### src/rtl/countdown_matrix_pkg.sv
// rtl/countdown_matrix_pkg.sv - shared types, glyph data and defaults for the countdown matrix
// Contents:
//   state_t          countdown FSM states (IDLE = 0, RUN = 1, DONE = 2)
//   GREET_GLYPH      8x8 idle greeting, row 0 in bits [63:56], bit 7 = leftmost column
//   SEL_GREET        glyph ROM select code for the greeting
//   DEF_TICK_DIV     default clock cycles per countdown second
//   DEF_SCAN_DIV     default clock cycles per matrix row
//   glyph_row()      extracts one row byte from a packed 64-bit glyph
package countdown_matrix_pkg;

  typedef enum logic [1:0] {
    ST_IDLE = 2'd0,
    ST_RUN  = 2'd1,
    ST_DONE = 2'd2
  } state_t;

  localparam logic [63:0] GREET_GLYPH  = 64'h3C42_A581_A599_423C;
  localparam logic [3:0]  SEL_GREET    = 4'd8;
  localparam int          DEF_TICK_DIV = 1_000_000;
  localparam int          DEF_SCAN_DIV = 1_000;

  // Row 0 is the top row and sits in the most significant byte.
  function automatic logic [7:0] glyph_row(input logic [63:0] glyph, input logic [2:0] idx);
    logic [63:0] shifted;
    shifted = glyph >> {3'd7 - idx, 3'b000};
    return shifted[7:0];
  endfunction

endpackage

### src/rtl/countdown_matrix_glyph_rom.sv
// rtl/countdown_matrix_glyph_rom.sv - combinational 8x8 glyph ROM (digits 0-7 and greeting)
// Ports:
//   sel      in  4  glyph select: 0-7 digits, 8 greeting, others blank
//   row_idx  in  3  glyph row, 0 = top
//   cols     out 8  column byte for that row, bit 7 = leftmost column
module dz_glyph_rom
  import countdown_matrix_pkg::*;
(
  input  logic [3:0] sel,
  input  logic [2:0] row_idx,
  output logic [7:0] cols
);

  logic [63:0] glyph;

  always_comb begin
    glyph = '0;
    case (sel)
      4'd0:    glyph = 64'h3C66_6E76_6666_3C00;
      4'd1:    glyph = 64'h1838_1818_1818_7E00;
      4'd2:    glyph = 64'h3C66_060C_3060_7E00;
      4'd3:    glyph = 64'h3C66_061C_0666_3C00;
      4'd4:    glyph = 64'h0C1C_3C6C_7E0C_0C00;
      4'd5:    glyph = 64'h7E60_7C06_0666_3C00;
      4'd6:    glyph = 64'h3C60_7C66_6666_3C00;
      4'd7:    glyph = 64'h7E06_0C18_3030_3000;
      SEL_GREET: glyph = GREET_GLYPH;
      default: glyph = '0;
    endcase
    cols = glyph_row(glyph, row_idx);
  end

endmodule

### src/rtl/countdown_matrix.sv
// rtl/countdown_matrix.sv - countdown timer with 8x8 bicolour dot-matrix driver
// Parameters:
//   TICK_DIV  clock cycles per countdown second (>= 2)
//   SCAN_DIV  clock cycles per matrix row (>= 2)
// Ports:
//   clk    in  1  system clock
//   rst_n  in  1  asynchronous active-low reset
//   cst    in  1  countdown enable level; rising edge starts, low aborts
//   dzst   in  1  matrix display enable
//   num    in  3  start seconds, sampled on the cst rising edge
//   row    out 8  row select, active-low one-hot
//   colr   out 8  red columns, active-high, bit 7 leftmost
//   colg   out 8  green columns, active-high, bit 7 leftmost
//   over   out 1  countdown finished level
module countdown_matrix
  import countdown_matrix_pkg::*;
#(
  parameter int TICK_DIV = DEF_TICK_DIV,
  parameter int SCAN_DIV = DEF_SCAN_DIV
) (
  input  logic       clk,
  input  logic       rst_n,
  input  logic       cst,
  input  logic       dzst,
  input  logic [2:0] num,
  output logic [7:0] row,
  output logic [7:0] colr,
  output logic [7:0] colg,
  output logic       over
);

  localparam int TW = $clog2(TICK_DIV);
  localparam int SW = $clog2(SCAN_DIV);
  localparam logic [TW-1:0] TICK_LAST = TW'(TICK_DIV - 1);
  localparam logic [SW-1:0] SCAN_LAST = SW'(SCAN_DIV - 1);

  state_t          state;
  logic [2:0]      remain;
  logic [TW-1:0]   tick;
  logic            cst_q;
  logic            armed;
  logic            cst_rise;
  logic [SW-1:0]   scan_cnt;
  logic [2:0]      idx;
  logic [3:0]      sel;
  logic [7:0]      glyph_cols;

  // armed stays low until cst has been seen low after reset, so a cst
  // already high at reset release is not mistaken for a start edge.
  assign cst_rise = cst & ~cst_q & armed;

  always_ff @(posedge clk or negedge rst_n) begin
    if (!rst_n) begin
      state  <= ST_IDLE;
      remain <= '0;
      tick   <= '0;
      cst_q  <= 1'b0;
      armed  <= 1'b0;
      over   <= 1'b0;
    end else begin
      cst_q <= cst;
      if (!cst) begin
        armed <= 1'b1;
      end
      // A low cst wins over a same-cycle tick: abort without decrementing.
      if (!cst) begin
        state <= ST_IDLE;
        tick  <= '0;
        over  <= 1'b0;
      end else if (cst_rise) begin
        tick   <= '0;
        remain <= num;
        if (num == 3'd0) begin
          state <= ST_DONE;
          over  <= 1'b1;
        end else begin
          state <= ST_RUN;
          over  <= 1'b0;
        end
      end else if (state == ST_RUN) begin
        if (tick == TICK_LAST) begin
          tick <= '0;
          if (remain != 3'd0) begin
            remain <= remain - 3'd1;
          end
          if (remain == 3'd1) begin
            state <= ST_DONE;
            over  <= 1'b1;
          end
        end else begin
          tick <= tick + 1'b1;
        end
      end
    end
  end

  // Row scan free-runs regardless of dzst so the refresh cadence never stalls.
  always_ff @(posedge clk or negedge rst_n) begin
    if (!rst_n) begin
      scan_cnt <= '0;
      idx      <= '0;
    end else if (scan_cnt == SCAN_LAST) begin
      scan_cnt <= '0;
      idx      <= idx + 3'd1;
    end else begin
      scan_cnt <= scan_cnt + 1'b1;
    end
  end

  always_comb begin
    sel = 4'd0;
    case (state)
      ST_IDLE: sel = SEL_GREET;
      ST_RUN:  sel = {1'b0, remain};
      default: sel = 4'd0;
    endcase
  end

  dz_glyph_rom u_rom (
    .sel     (sel),
    .row_idx (idx),
    .cols    (glyph_cols)
  );

  // IDLE is green only, RUN red only, DONE both (yellow).
  always_ff @(posedge clk or negedge rst_n) begin
    if (!rst_n) begin
      row  <= 8'hFF;
      colr <= 8'h00;
      colg <= 8'h00;
    end else if (!dzst) begin
      row  <= 8'hFF;
      colr <= 8'h00;
      colg <= 8'h00;
    end else begin
      row  <= ~(8'h01 << idx);
      colr <= (state != ST_IDLE) ? glyph_cols : 8'h00;
      colg <= (state != ST_RUN)  ? glyph_cols : 8'h00;
    end
  end

endmodule

### config.mk
export PLATFORM = sky130hd
export DESIGN_NAME = countdown_matrix
export DESIGN_NICKNAME = d
export VERILOG_FILES = /design/src/rtl/countdown_matrix_pkg.sv /design/src/rtl/countdown_matrix_glyph_rom.sv /design/src/rtl/countdown_matrix.sv
export SDC_FILE = /design/constraint.sdc
export NUM_CORES = 1
export LEC_CHECK = 0
export CORE_ASPECT_RATIO = 1.75
export CORE_MARGIN = 2
export CORE_UTILIZATION = 30
export CTS_BUF_LIST = sky130_fd_sc_hd__clkbuf_8
export CTS_CLUSTER_DIAMETER = 150
export DETAILED_ROUTE_END_ITERATION = 8
export MAX_ROUTING_LAYER = met4
export PLACE_DENSITY_LB_ADDON = 0.25
export SYNTH_ARGS = -nofsm -noshare
export SYNTH_HDL_FRONTEND = slang
export SYNTH_SLANG_ARGS = --single-unit
### constraint.sdc
create_clock -name clk -period 2.7 [get_ports clk]
set_input_delay 0.54 -clock clk [delete_from_list [all_inputs] [get_ports clk]]
set_output_delay 0.54 -clock clk [all_outputs]
set_load 0.02 [all_outputs]
==> results.txt <==
Diodes inserted: 0
Die W: 88.03 um
Clock slew at reported path FFs: 70 ps
Initial antenna violation count: 0
Vias in the first global route: 3098
Hold Fails Final Rpt: 0
Core box area: 12070 um2
Max-cap check violation count: 0
GR Layer Usage met3: 2.452%
Avg WL per Cell: 15.65 um
CTS buffer count: 9
Residual DRC: 0
Relative slew slack: 59.72%
Most used routing layer: met2
Crit path required time: 2920 ps
WL final: 9.343 mm
Internal: 1.492 mW
Psw: 597.3 uW
Post-cts hold buffer count: 0
Setup_tns: 0 ps
RSZ-0062 raised after global routing: no
Post-synthesis sequential area ratio: 42.12%
Row count: 53
Yosys reg bits: 62
Clk Latency, worst-skew pair: 350 ps
CTS tree: yes
Startpoint Class: flip-flop
Peak Freq: 417.6 MHz
Crit Path Class: flip-flop to flip-flop
Largest net degree at the start of global routing: 30
Max Root-Sink Buffers: 2
Status: finished clean
Global-route wire length before repair: 15.44 mm
CP max FO: 13
Clk pwr share: 36.7%
VDD IR max: 275.7 uV
Post-synth top flop: dfrtp_1
Drt first pass iters: 4
H-tree levels: 3
Flop pwr share: 46.8%
Worst Setup End Kind: flip-flop
Synth area leaders: dfrtp_1 36%, ha_1 5.7%, dfstp_2 5.7%, nor2_1 4.8%, xor2_1 4.5%
Fin. max-slew vios: 0
Setup ws final: 305.5 ps
Clock Sinks: 62
Min-Delay Path Class: input port to async pin
Postcts setup bufs: 0
Arrival time worst endpoint: 2620 ps
Syn Nets: 419
Total gr overflow: 0
Number of port buffers: 31
Pleak: 1.809 nW
Synth unique cells: 69
CTS resizes: 0
Share of the synthesized area in the top cell type: 36.45%
Total Routing Usage GR: 15.62%
Final HPWL from detailed placement: 6.893 mm
Synthesized area: 3707 um2
Syn-to-layout area delta: 18.70%
Post-route ant nets: 0
Via/cell ratio: 5.082
Cells after synthesis: 395
Final setup skew: 5.340 ps
Layout Nets: 451
Die area: 13300 um2
Tmin final: 2394 ps
YS warnings: 0
EDFF count, synth: 0
Starting density of the core: 30.72%
Initial DRC count: 232
Syn avg cell area: 9.386 um2
Logic pwr share: 16.6%
IO Pins: 32
Finish-stage setup viols: 0
Global routing usage on met2: 27.95%
Period utilization: 88.68%
CTS root buf: clkbuf_8
Vias: 3034
Switching Fraction: 28.59%
Post-synth ARST share: 100.0%
Worst-margin pin slew: 596.7 ps
Global Route met1 Usage: 15.79%
Area leader, netlist: dfrtp_1
Gpl congestion: 0.9073
Share of layout cells above drive strength 1: 12.73%
Die Y-Extent: 151.1 um
Power density cells: 474.8 nW/um2
Place WS: 298.5 ps
## routing by layer
metal,vias up,wire (um)
met2,79,5153
met5,-,0
met1,1466,3520
li1,1465,-
met4,0,313
met3,24,356
## area by class of cell
| cell class | instances | area [um2] |
|---|---|---|
| flip-flops and latches | 62 | 1562 |
| clock inverters | 4 | 21.27 |
| clock buffers | 12 | 165.2 |
| repair buffers | 45 | 422.9 |
| multi-input cells | 294 | 1967 |
| well taps | 165 | 206.4 |
| inverters | 15 | 56.30 |
| fillers | 1250 | 7669 |
## logic make-up after synthesis
logic type,synth area share (%)
mux,1.789
flops,42.12
buf+inv,4.826
other cells,0.1012
compound gates,14.82
fa+ha+maj,5.737
xor+xnor,5.906
simple gates,24.70
## cell usage after synthesis, types with 3 or more instances
cell type	number
nand2_1	34
xnor2_1	6
a31oi_1	8
buf_4	6
nor2b_1	4
inv_1	13
nand4_1	9
nand2b_1	8
and3_1	4
nor3_1	7
ha_1	17
o31ai_1	4
dfstp_2	8
nor4_1	3
nor3b_1	3
nand3b_1	3
nor2_1	47
mux2i_1	4
and2_1	3
or3_1	3
clkbuf_1	10
buf_2	8
a21oi_1	15
dfrtp_1	54
xor2_1	19
o211ai_1	5
a221oi_1	3
o21ai_0	19
nand3_1	13
## final timing paths
kind                                   from          end  slack [ps]  cells after the start
worst max-delay path                   over      colg[5]         310                      8
max in group asynchronous             rst_n       row[4]        1990                      2
worst min register to register  scan_cnt[0]  scan_cnt[0]         460                      1
worst min-delay path                  rst_n      colr[3]          70                      1
min in group clk                scan_cnt[0]  scan_cnt[0]         460                      1
worst max register to register         over      colg[5]         310                      8
## critical path, cell delays in order (launching register included)
cell and delay [ps]:
dfrtp_1 410, and2b_1 220, nand2_1 130, ha_1 590
nand2_1 120, a211oi_1 250, a31oi_1 70, o32ai_1 350
nor3_1 110
## power by group through the flow
| stage | registers, mW | clock network, mW | logic, mW |
|---|---|---|---|
| floorplan | 1.01 | 0 | 0.198 |
| global placement | 0.994 | 0 | 0.343 |
| detailed placement | 0.995 | 0 | 0.345 |
| CTS | 0.978 | 0.790 | 0.346 |
| global route | 0.981 | 0.827 | 0.382 |
| finish | 0.977 | 0.766 | 0.346 |
## layout by cell type (no fill, tap or decap), types with 3 or more instances in the layout
master            n
dfrtp_1          54
nor2_1           47
nand2_1          34
clkdlybuf4s50_1  30
xor2_1           19
o21ai_0          18
ha_1             17
a21oi_1          15
inv_1            14
nand3_1          13
buf_4            13
clkbuf_8         12
nand4_1           9
nand2b_1          8
a31oi_1           8
dfstp_2           8
nor3_1            7
xnor2_1           6
o211ai_1          5
nor2b_1           4
o31ai_1           4
mux2i_1           4
and3_1            4
and2_1            3
nand3b_1          3
nor3b_1           3
a221oi_1          3
nor4_1            3
or3_1             3
## registers in the layout, indices dropped and copies added (netlist names)
signal    cells
idx           3
colg          7
remain        3
cst_q         1
row           8
state         1
tick         20
scan_cnt     10
armed         1
over          1
colr          7
## metrics by stage
| step | hold WS [ps] | area (um2) | utilization [%] | total power [mW] | cells |
|---|---|---|---|---|---|
| after floorplan | 244.4 | 3707 | - | 1.203 | 395 |
| after global placement | 444.7 | 4214 | 34.92 | 1.337 | 581 |
| after detailed placement | 452.3 | 4214 | 34.92 | 1.341 | 581 |
| after CTS | 74.10 | 4400 | 36.46 | 2.114 | 597 |
| after global routing | 82.20 | 4400 | 36.46 | 2.190 | 597 |
| final | 72.87 | 4400 | 36.46 | 2.089 | 597 |
Note: power is estimated with default switching activity, not from simulation.
